==> src/rtl/uart_pkg.sv <==
// Shared UART types, parity/stop encodings and parity helper.
// UART_BREAK_DETECT_EN adds the RX BREAK_WAIT state.
package uart_pkg;

  typedef enum logic [2:0] {
    TX_IDLE,
    TX_START,
    TX_DATA,
    TX_PARITY,
    TX_STOP
  } tx_state_t;

  typedef enum logic [2:0] {
    RX_IDLE,
    RX_START,
    RX_DATA,
    RX_PARITY,
    RX_STOP
`ifdef UART_BREAK_DETECT_EN
    , RX_BREAK_WAIT
`endif
  } rx_state_t;

  localparam logic PARITY_EVEN = 1'b0;
  localparam logic PARITY_ODD  = 1'b1;
  localparam logic STOP_ONE    = 1'b0;
  localparam logic STOP_TWO    = 1'b1;

  function automatic logic parity_bit(
    input logic x,
    input logic odd
  );
    return (odd == PARITY_EVEN) ? x : ~x;
  endfunction

endpackage

==> src/rtl/uart_baud_gen.sv <==
// Sample-tick divider plus per-bit tick counter; strobe fires on
// tick number SAMPLE_AT+1 of every bit period after clr.
module uart_baud_gen
  import uart_pkg::*;
#(
  parameter int OVERSAMPLE = 16,
  parameter int DIV_WIDTH  = 16,
  parameter int SAMPLE_AT  = 15
) (
  input  logic                 clock,
  input  logic                 reset,
  input  logic                 en,
  input  logic                 clr,
  input  logic [DIV_WIDTH-1:0] baud_div,
  output logic                 strobe
);

  localparam int CW = $clog2(OVERSAMPLE);
  localparam logic [CW-1:0] LAST = CW'(OVERSAMPLE - 1);
  localparam logic [CW-1:0] HIT  = CW'(SAMPLE_AT);

  logic [DIV_WIDTH-1:0] div_q, div_d;
  logic [CW-1:0]        cnt_q, cnt_d;
  logic                 tick;

  always_comb begin
    tick   = en && (div_q >= baud_div);
    div_d  = div_q + 1'b1;
    cnt_d  = cnt_q;
    if (!en || clr) begin
      div_d = '0;
      cnt_d = '0;
    end else if (tick) begin
      div_d = '0;
      cnt_d = (cnt_q == LAST) ? '0 : cnt_q + 1'b1;
    end
    strobe = tick && (cnt_q == HIT);
  end

  always_ff @(posedge clock) begin
    if (reset) begin
      div_q <= '0;
      cnt_q <= '0;
    end else begin
      div_q <= div_d;
      cnt_q <= cnt_d;
    end
  end

endmodule

==> src/rtl/uart_transceiver.sv <==
// Full-duplex UART with oversampled RX and latched frame config.
// Define UART_BREAK_DETECT_EN to enable break reporting on RX.
module uart_transceiver
  import uart_pkg::*;
#(
  parameter int DATA_BITS  = 8,
  parameter int OVERSAMPLE = 16,
  parameter int DIV_WIDTH  = 16
) (
  input  logic                 clock,
  input  logic                 reset,
  input  logic                 uart_en,
  input  logic [DIV_WIDTH-1:0] baud_div,
  input  logic                 parity_enable,
  input  logic                 parity_odd,
  input  logic                 stop_bits2,
  input  logic [DATA_BITS-1:0] tx_data,
  input  logic                 tx_valid,
  output logic                 tx_ready,
  output logic                 tx_out,
  input  logic                 rx_in,
  output logic [DATA_BITS-1:0] rx_data,
  output logic                 rx_valid,
  input  logic                 rx_ready,
  output logic                 rx_parity_error,
  output logic                 rx_frame_error,
  output logic                 rx_overrun,
  output logic                 rx_break,
  output logic                 busy
);

  localparam int BW = $clog2(DATA_BITS);
  localparam logic [BW-1:0] LAST_BIT = BW'(DATA_BITS - 1);

  tx_state_t            tx_state_q, tx_state_d;
  logic [DATA_BITS-1:0] tx_shift_q, tx_shift_d;
  logic [BW-1:0]        tx_idx_q, tx_idx_d;
  logic                 tx_par_q, tx_par_d;
  logic                 tx_pen_q, tx_pen_d;
  logic                 tx_st2_q, tx_st2_d;
  logic                 tx_stop_idx_q, tx_stop_idx_d;
  logic                 tx_clr, tx_strobe;

  rx_state_t            rx_state_q, rx_state_d;
  logic                 rx_s1_q, rx_s1_d;
  logic                 rx_s2_q, rx_s2_d;
  logic                 rx_prev_q, rx_prev_d;
  logic [DATA_BITS-1:0] rx_shift_q, rx_shift_d;
  logic [BW-1:0]        rx_idx_q, rx_idx_d;
  logic                 rx_pen_q, rx_pen_d;
  logic                 rx_odd_q, rx_odd_d;
  logic                 rx_pbit_q, rx_pbit_d;
  logic [DATA_BITS-1:0] rx_data_q, rx_data_d;
  logic                 rx_valid_q, rx_valid_d;
  logic                 rx_perr_q, rx_perr_d;
  logic                 rx_ferr_q, rx_ferr_d;
  logic                 rx_ovr_q, rx_ovr_d;
  logic                 rx_clr, rx_strobe;
  logic                 rx_ack, rx_pend, rx_perr_now;

  uart_baud_gen #(
    .OVERSAMPLE(OVERSAMPLE),
    .DIV_WIDTH (DIV_WIDTH),
    .SAMPLE_AT (OVERSAMPLE - 1)
  ) u_tx_baud (
    .clock   (clock),
    .reset   (reset),
    .en      (uart_en),
    .clr     (tx_clr),
    .baud_div(baud_div),
    .strobe  (tx_strobe)
  );

  uart_baud_gen #(
    .OVERSAMPLE(OVERSAMPLE),
    .DIV_WIDTH (DIV_WIDTH),
    .SAMPLE_AT (OVERSAMPLE / 2 - 1)
  ) u_rx_baud (
    .clock   (clock),
    .reset   (reset),
    .en      (uart_en),
    .clr     (rx_clr),
    .baud_div(baud_div),
    .strobe  (rx_strobe)
  );

  assign tx_ready = uart_en && !reset
                 && (tx_state_q == TX_IDLE);
  assign busy = (tx_state_q != TX_IDLE)
             || (rx_state_q != RX_IDLE);

  always_comb begin
    tx_state_d    = tx_state_q;
    tx_shift_d    = tx_shift_q;
    tx_idx_d      = tx_idx_q;
    tx_par_d      = tx_par_q;
    tx_pen_d      = tx_pen_q;
    tx_st2_d      = tx_st2_q;
    tx_stop_idx_d = tx_stop_idx_q;
    tx_clr        = 1'b0;
    unique case (tx_state_q)
      TX_IDLE: if (tx_valid && tx_ready) begin
        tx_shift_d = tx_data;
        tx_par_d   = parity_bit(^tx_data, parity_odd);
        tx_pen_d   = parity_enable;
        tx_st2_d   = stop_bits2;
        tx_clr     = 1'b1;
        tx_state_d = TX_START;
      end
      TX_START: if (tx_strobe) begin
        tx_idx_d      = '0;
        tx_stop_idx_d = 1'b0;
        tx_state_d    = TX_DATA;
      end
      TX_DATA: if (tx_strobe) begin
        tx_shift_d = tx_shift_q >> 1;
        tx_idx_d   = tx_idx_q + 1'b1;
        if (tx_idx_q == LAST_BIT)
          tx_state_d = tx_pen_q ? TX_PARITY : TX_STOP;
      end
      TX_PARITY: if (tx_strobe) tx_state_d = TX_STOP;
      TX_STOP: if (tx_strobe) begin
        if (tx_st2_q == STOP_ONE || tx_stop_idx_q)
          tx_state_d = TX_IDLE;
        else
          tx_stop_idx_d = 1'b1;
      end
      default: tx_state_d = TX_IDLE;
    endcase
    if (!uart_en) tx_state_d = TX_IDLE;
  end

  always_comb begin
    unique case (tx_state_q)
      TX_START:  tx_out = 1'b0;
      TX_DATA:   tx_out = tx_shift_q[0];
      TX_PARITY: tx_out = tx_par_q;
      default:   tx_out = 1'b1;
    endcase
  end

  always_ff @(posedge clock) begin
    if (reset) begin
      tx_state_q    <= TX_IDLE;
      tx_shift_q    <= '0;
      tx_idx_q      <= '0;
      tx_par_q      <= 1'b0;
      tx_pen_q      <= 1'b0;
      tx_st2_q      <= STOP_ONE;
      tx_stop_idx_q <= 1'b0;
    end else begin
      tx_state_q    <= tx_state_d;
      tx_shift_q    <= tx_shift_d;
      tx_idx_q      <= tx_idx_d;
      tx_par_q      <= tx_par_d;
      tx_pen_q      <= tx_pen_d;
      tx_st2_q      <= tx_st2_d;
      tx_stop_idx_q <= tx_stop_idx_d;
    end
  end

  // A handshake frees the holding register in the same cycle.
  assign rx_ack  = rx_valid_q && rx_ready;
  assign rx_pend = rx_valid_q && !rx_ack;
  assign rx_perr_now = rx_pen_q && (rx_pbit_q
    != parity_bit(^rx_shift_q, rx_odd_q));

`ifdef UART_BREAK_DETECT_EN
  logic rx_brk_q, rx_brk_d;
  assign rx_break = rx_brk_q;
`else
  assign rx_break = 1'b0;
`endif

  always_comb begin
    rx_s1_d    = rx_in;
    rx_s2_d    = rx_s1_q;
    rx_prev_d  = rx_s2_q;
    rx_state_d = rx_state_q;
    rx_shift_d = rx_shift_q;
    rx_idx_d   = rx_idx_q;
    rx_pen_d   = rx_pen_q;
    rx_odd_d   = rx_odd_q;
    rx_pbit_d  = rx_pbit_q;
    rx_data_d  = rx_data_q;
    rx_valid_d = rx_valid_q;
    rx_perr_d  = rx_perr_q;
    rx_ferr_d  = rx_ferr_q;
    rx_ovr_d   = rx_ovr_q;
    rx_clr     = 1'b0;
`ifdef UART_BREAK_DETECT_EN
    rx_brk_d   = rx_brk_q;
`endif
    if (rx_ack) begin
      rx_valid_d = 1'b0;
      rx_perr_d  = 1'b0;
      rx_ferr_d  = 1'b0;
      rx_ovr_d   = 1'b0;
`ifdef UART_BREAK_DETECT_EN
      rx_brk_d   = 1'b0;
`endif
    end
    unique case (rx_state_q)
      RX_IDLE: if (rx_prev_q && !rx_s2_q) begin
        rx_clr     = 1'b1;
        rx_pen_d   = parity_enable;
        rx_odd_d   = parity_odd;
        rx_state_d = RX_START;
      end
      RX_START: if (rx_strobe) begin
        rx_idx_d   = '0;
        rx_pbit_d  = 1'b0;
        rx_state_d = rx_s2_q ? RX_IDLE : RX_DATA;
      end
      RX_DATA: if (rx_strobe) begin
        rx_shift_d = {rx_s2_q, rx_shift_q[DATA_BITS-1:1]};
        rx_idx_d   = rx_idx_q + 1'b1;
        if (rx_idx_q == LAST_BIT)
          rx_state_d = rx_pen_q ? RX_PARITY : RX_STOP;
      end
      RX_PARITY: if (rx_strobe) begin
        rx_pbit_d  = rx_s2_q;
        rx_state_d = RX_STOP;
      end
      RX_STOP: if (rx_strobe) begin
        rx_state_d = RX_IDLE;
        if (rx_pend) begin
          rx_ovr_d   = 1'b1;
        end else begin
          rx_data_d  = rx_shift_q;
          rx_valid_d = 1'b1;
          rx_perr_d  = rx_perr_now;
          rx_ferr_d  = !rx_s2_q;
        end
`ifdef UART_BREAK_DETECT_EN
        if (!rx_s2_q && rx_shift_q == '0
            && !(rx_pen_q && rx_pbit_q)) begin
          rx_idx_d   = '0;
          rx_state_d = RX_BREAK_WAIT;
          if (!rx_pend) rx_brk_d = 1'b1;
        end
`endif
      end
`ifdef UART_BREAK_DETECT_EN
      // Two strobes with the line high span a full bit period.
      RX_BREAK_WAIT: begin
        if (!rx_s2_q) begin
          rx_clr   = 1'b1;
          rx_idx_d = '0;
        end else if (rx_strobe) begin
          if (rx_idx_q[0]) rx_state_d = RX_IDLE;
          else             rx_idx_d   = BW'(1);
        end
      end
`endif
      default: rx_state_d = RX_IDLE;
    endcase
    if (!uart_en) rx_state_d = RX_IDLE;
  end

  always_ff @(posedge clock) begin
    if (reset) begin
      rx_state_q <= RX_IDLE;
      rx_s1_q    <= 1'b1;
      rx_s2_q    <= 1'b1;
      rx_prev_q  <= 1'b1;
      rx_shift_q <= '0;
      rx_idx_q   <= '0;
      rx_pen_q   <= 1'b0;
      rx_odd_q   <= PARITY_EVEN;
      rx_pbit_q  <= 1'b0;
      rx_data_q  <= '0;
      rx_valid_q <= 1'b0;
      rx_perr_q  <= 1'b0;
      rx_ferr_q  <= 1'b0;
      rx_ovr_q   <= 1'b0;
    end else begin
      rx_state_q <= rx_state_d;
      rx_s1_q    <= rx_s1_d;
      rx_s2_q    <= rx_s2_d;
      rx_prev_q  <= rx_prev_d;
      rx_shift_q <= rx_shift_d;
      rx_idx_q   <= rx_idx_d;
      rx_pen_q   <= rx_pen_d;
      rx_odd_q   <= rx_odd_d;
      rx_pbit_q  <= rx_pbit_d;
      rx_data_q  <= rx_data_d;
      rx_valid_q <= rx_valid_d;
      rx_perr_q  <= rx_perr_d;
      rx_ferr_q  <= rx_ferr_d;
      rx_ovr_q   <= rx_ovr_d;
    end
  end

`ifdef UART_BREAK_DETECT_EN
  always_ff @(posedge clock) begin
    if (reset) rx_brk_q <= 1'b0;
    else       rx_brk_q <= rx_brk_d;
  end
`endif

  assign rx_data         = rx_data_q;
  assign rx_valid        = rx_valid_q;
  assign rx_parity_error = rx_perr_q;
  assign rx_frame_error  = rx_ferr_q;
  assign rx_overrun      = rx_ovr_q;

endmodule

==> config.mk <==
export PLATFORM = sky130hd
export DESIGN_NAME = uart_transceiver
export DESIGN_NICKNAME = d
export VERILOG_FILES = /design/src/rtl/uart_pkg.sv /design/src/rtl/uart_baud_gen.sv /design/src/rtl/uart_transceiver.sv
export SDC_FILE = /design/constraint.sdc
export NUM_CORES = 1
export LEC_CHECK = 0
export ABC_AREA = 1
export CORE_MARGIN = 2
export CORE_UTILIZATION = 35
export DETAILED_ROUTE_END_ITERATION = 16
export DONT_BUFFER_PORTS = 1
export GPL_TIMING_DRIVEN = 0
export SYNTH_ARGS = -nofsm -noshare
export SYNTH_HDL_FRONTEND = slang
export SYNTH_SLANG_ARGS = --single-unit
export TNS_END_PERCENT = 30
==> constraint.sdc <==
create_clock -name clock -period 2 [get_ports clock]
set_input_delay 0.5 -clock clock [delete_from_list [all_inputs] [get_ports clock]]
set_output_delay 0.5 -clock clock [all_outputs]
set_load 0.005 [all_outputs]
* Word level (Yosys, flattened, before mapping)
Cells that the tools add are included.
** Storage, ports and cells
- ROM bits :: 0
- Logic and storage cells :: 170
- Memory bits (writable) :: 0
- Latch bits :: 0
- Register bits :: 90
- Output and inout bits :: 16
- Input bits :: 33
- Memories kept :: 0
** Cells by class
- Multipliers :: 0
- Shifts and indexed selects :: 0
- Add/subtract/negate cells :: 6
- Eq/ne operators :: 28
- Multiplexer cells :: 58
- Divide/modulo/power cells :: 0
- Reduce and logical (&&, ||, !) cells :: 46
- Bitwise logic cells :: 5
- Order comparisons :: 2
** Operator list (number)
- $mux W3 :: 18
- $add A16 B1 Y16 const B :: 2
- $ge A16 B16 Y1 :: 2
- $pmux W3 S5 :: 2
- $mux W1 :: 27
- $ne A2 B2 Y1 const B :: 13
- $mux W8 :: 2
- $pmux W8 S2 :: 1
- $reduce_xor A8 Y1 :: 2
- $reduce_and A3 Y1 :: 5
- $eq A3 B2 Y1 const B :: 4
- $eq A3 B3 Y1 const B :: 4
- $pmux W3 S2 :: 2
- $logic_and A1 B1 Y1 :: 11
- $reduce_bool A2 Y1 :: 5
- $add A4 B1 Y4 const B :: 2
- $eq A4 B4 Y1 const B :: 2
- $mux W4 :: 2
- $reduce_and A7 Y1 :: 1
- $add A3 B1 Y3 const B :: 2
- $eq A3 B1 Y1 const B :: 2
- $logic_not A3 Y1 :: 2
- $reduce_and A2 Y1 :: 3
- $reduce_and A6 Y1 :: 1
- other kinds (13) :: 28

* Depth between registers and ports, before layout
- Depth in word-level cells :: 8
- Depth in mapped cells :: 17
- Mapped depth without buffers :: 17

* Hierarchy
From an unflattened synthesis, not the netlist that was laid out.
** Second synthesis, totals
- Cell total of the unflattened synthesis :: 725
- Area total of the unflattened synthesis :: 5360.1 sq um
** By module, submodules not included
- uart_transceiver :: times used 1, cells an instance 338, area each 2463.6 sq um, seq. area each 1001.0 sq um
- uart_baud_gen (u_tx_baud) :: times used 1, cells an instance 187, area each 1502.7 sq um, seq. area each 400.4 sq um
- uart_baud_gen (u_rx_baud) :: times used 1, cells an instance 200, area each 1393.8 sq um, seq. area each 400.4 sq um

* Worst setup path before layout
Ideal clock, no wire load.
- Path kind :: input to register
- Start point :: input port baud_div[15]
- End point :: register rx_perr_q (netlist: rx_parity_error)
- Path slack :: 12 ps
- Path buffers :: 1
- Data arrival time :: 1875 ps
- Setup time :: 113 ps
- Cell stages on the path :: 15
- Required time :: 1887 ps
- Path through :: inv_1 > ha_1 > nand2_1 > nor2_1 > and2_1 > nand2_1 > clkinv_1 > nand2_1 > nand2_2 > nand3_4 > nor2_2 > buf_4 > nand3_1 > nand2_1 > nor2_1
** On the way
- Longest elaborated chain between the ends :: 5
** Ends and longest elaborated chain
- from (decl) :: RTL line uart_transceiver.sv:13 : input logic [DIV_WIDTH-1:0] baud_div,
- $ge A16 B16 Y1 :: RTL line uart_baud_gen.sv:27 : tick = en && (div_q >= baud_div);
- $logic_and A1 B1 Y1 :: RTL line uart_baud_gen.sv:27
- $logic_and A1 B1 Y1 :: RTL line uart_baud_gen.sv:37 : strobe = tick && (cnt_q == HIT);
- $mux W1 :: RTL line uart_transceiver.sv:225 : RX_STOP: if (rx_strobe) begin
- $mux W1 :: RTL line uart_transceiver.sv:203 : unique case (rx_state_q)
- to (signal assigned) :: RTL line uart_transceiver.sv:289 : rx_perr_q <= rx_perr_d;
- to (decl) :: RTL line uart_transceiver.sv:55 : logic rx_perr_q, rx_perr_d;
Every way passes these cells.
A chain may end at the register's enable or synchronous reset.

* Worst setup path after layout
- Start point :: register u_rx_baud.div_q[14]
- End point :: register rx_data_q[6] (netlist: rx_data[6])
** On the way
- Longest elaborated chain between the ends :: 4
** Ends and longest elaborated chain
- from (decl) :: RTL line uart_baud_gen.sv:22 : logic [DIV_WIDTH-1:0] div_q, div_d;
- from (signal assigned) :: RTL line uart_baud_gen.sv:45 : div_q <= div_d;
- $ge A16 B16 Y1 :: RTL line uart_baud_gen.sv:27
- $logic_and A1 B1 Y1 :: RTL line uart_baud_gen.sv:27
- $logic_and A1 B1 Y1 :: RTL line uart_baud_gen.sv:37
- $reduce_and A3 Y1 (no line)
- to (signal assigned) :: RTL line uart_transceiver.sv:287 : rx_data_q <= rx_data_d;
- to (decl) :: RTL line uart_transceiver.sv:53 : logic [DATA_BITS-1:0] rx_data_q, rx_data_d;
Every way passes these cells.

==> reports/results.md <==
- 23.5% — met2 usage in global routing
- 0% — share of flip-flops with an asynchronous set or reset after synthesis
- dfxtp_1 — most area-hungry cell type in the Yosys netlist
- 0 — antenna diode count
- 6 — worst-path maximum fanout
- 18 — pin count of the biggest net entering global routing
- 723 mW/mm² — Pwr Density
- dfxtp_1 (35%), ha_1 (9.8%), nand2_1 (9.8%), inv_1 (7.2%), nor2_1 (6.7%) — dominant cells by area after synthesis
- flip-flop — type of destination of the critical path
- 42.8% — post-layout util
- 14.4% — GRT Resource Usage Total
- 35.5% — Starting Density
- yes — setup repair after global routing missed its margin
- 0.516 mV — worst vdd rail ir drop
- 0.00510 mm² — Mapped Area
- 4.71 — average via count per standard cell
- 2 — buffer depth of the longest clock path
- 9.82% — adder and majority gate portion of the synthesized area
- 2180 ps — critical path arrival
- 90 — clock tree sinks
- 0 — total overflow reported by the global router
- 29.9% — simple-gate share of the synthesized area
- 4.64% — grt met3 use
- 90 — number of storage elements in the synthesis netlist
- 0 — number of buffers added on ports
- 0 — post-detailed-route count of antenna-violating nets
- nand2_1 (133), inv_1 (98), nor2_1 (91) — Synth top cells by count
- 7.16 µm² — mean instance size in the synthesized netlist
- flip-flop to flip-flop — critical path class
- 4044 — via count of the first global-routing pass
- 68.9 ps — post-route worst setup slack
- 8.36 ps — Setup Skew
- 154 — number of DRC markers after the initial detailed-route iteration
- clkbuf_16 — buffer type at the clock tree root
- 564 ps — worst slew pin tran
- 17.6% — grt met1 use
- primary input to flip-flop — path type of the worst min-delay path
- -308 ps — Setup WS pre-CTS
- 712 — post-synthesis instance total
- 125 µm — vertical extent of the die
- 0 — final slew viol count
- 4.64% — xor and xnor area share after synthesis
- 8.00 mm — HPWL after detailed placement
- 0 — Remaining DRCs
- met2 — global routing's busiest layer
- 0 — Ys Warns
- 35.3% — sequential-to-total area share from yosys stat
- nand2_1 — count leader, synth
- dfxtp_1 — Post-synth top flop
- 0.00615 mm² — total non-filler cell area in the finished layout
- 3 — maximum level of the CTS H-tree
- 2.67 nW — Leak Pwr
- yes — CTS tree
- 4.44 mW — total power consumption of the routed design
- 0 — EDFF count, synth
- 1469 — fill cell instance count of the final layout
- 0% — mux share of post-synthesis cell area
- 62.4% — normalized max-slew margin
- 44 — row cnt
- 4 — Detailed Routing Iterations Pass 1
- 49 — I/O pins
- 0 — max-cap check violation count
- 17.4% — fraction of final layout cells with drive strength greater than 1
- 0.518 GHz — highest attainable clock frequency
- 9 — Inserted Clock Buffers
- 20.5% — area added between synthesis and finish
- simple AND/OR/NAND/NOR gates — largest family of logic cells by synthesized area
- 0 — Setup-failing EPs final
- 48 — count of unique library cells instantiated by Yosys
- 70 ps — clock slew at the register clock pins of the worst setup and hold paths
- 10.8% — complex-gate fraction of the synthesized area
- 35.3% — Synth top area share
- 0.0155 mm² — Die ar.
- 125 µm — die outline width
- 785 — Mapped Nets
- 350 ps — clock latency at the later pin of the worst-skew pair
- 1930 ps — post-route minimum period
- 96.6% — crit share post-route
- finished, final reports clean — outcome
- 0 — antenna violations before repair
- 2250 ps — required time at the worst-slack endpoint
- 11.8 µm — post-DR wirelength/cell
- 0.0144 mm² — Core Footprint
- 18.3 mm — global-route wire length before repair
- 0.00533 mm² — placement-stage cell area
- 0 — Hold Violations, Final
- 10.9 mm — Routed Wire Length
- 0.842 — weighted congestion reported at the end of routability-driven placement
- 4362 — routed via count
- flip-flop — launching element type of the critical path
- 810 — Nets
==> repair_timing <==
action / CTS / global route
hold buffers: 0 / 0
buffers inserted: 1 / 12
resized for setup: 14 / 80
pin swaps: 3 / 22
cloned: 0 / 2
setup endpoints to repair: 38 / 80
==> flip-flops by register name, indices dropped and copies added (netlist names), 3 cells and up <==
name,count
rx_data,8
rx_idx_q,3
rx_shift_q,8
rx_state_q,3
tx_idx_q,3
tx_shift_q,8
tx_state_q,3
u_rx_baud.cnt_q,4
u_rx_baud.div_q,16
u_tx_baud.cnt_q,4
u_tx_baud.div_q,16
==> cell type report <==
cell class                      instances  area (µm²)  share of cell area (%)
Clock buffer                           10         229                    3.73
Buffer                                 15         116                    1.89
Tap cell                              184         230                    3.75
Inverter                              104         395                    6.43
Clock inverter                          6        90.1                    1.47
Timing Repair Buffer                   15         136                    2.22
Multi-Input combinational cell        502        3110                    50.7
Sequential cell                        90        1830                    29.8
==> cells in the final DEF, fill, tap and decap left out, drive strengths merged, types with 2 or more instances in the layout <==
cell,instances
clkinv,4
nand3,46
xor2,15
ha,40
xnor2,12
nand3b,2
o21ai,36
bufinv,2
buf,25
a21boi,2
nand4,11
a21oi,57
nor3,20
and3,4
nor3b,5
dfxtp,90
or2,7
nor2,97
nand2,137
o21bai,2
clkbuf,15
inv,103
==> through the flow <==
stage	hold slack (ps)	instances	TNS [ps]
floorplan	389	712	0
global placement	395	896	-15150
detailed placement	394	896	-15230
CTS	189	912	0
global route	187	926	-428
finish	206	926	0
==> logic make-up (layout without fill, tap and decap cells) <==
kind of cell	count (synthesis)	count (layout)
compound gates	104	104
xor+xnor	27	27
fa+ha+maj	40	40
buf+inv	120	150
flops	90	90
other cells	1	1
simple gates	330	330
==> report_power, final <==
part	total, mW	internal, mW	switching (mW)
Clock	1.83	1.10	0.731
Sequential	1.88	1.84	0.0350
Combinational	0.735	0.277	0.458
Total	4.44	3.22	1.22
==> critical path: stages, from the launching register on <==
cell	delay (ps)
dfxtp_2	350
ha_4	270
nand2_2	60
nor2_4	110
and2_4	140
nand2_2	50
inv_2	60
nand2_4	60
nand2_4	90
nand3_4	120
nor2_4	190
buf_6	160
nand3_2	70
nand2_1	70
nor2_1	40
==> per-layer routing <==
metal | part of all wire (%) | vias up | wire length [µm]
li1 | - | 2342 | -
met1 | 46 | 1934 | 5030
met2 | 48 | 72 | 5220
met3 | 4.7 | 14 | 511
met4 | 1.6 | 0 | 178
met5 | 0 | - | 0
==> worst paths after layout <==
kind	startpoint	to	slack, ps	depth (start not counted)
worst max-delay path	u_rx_baud.div_q[14]	rx_data[6]	70	14
worst min-delay path	reset	tx_idx_q[1]	210	1
worst max register to register	u_rx_baud.div_q[14]	rx_data[6]	70	14
worst min register to register	rx_s1_q	rx_prev_d	410	1
Note: power is estimated with default switching activity, not from simulation.
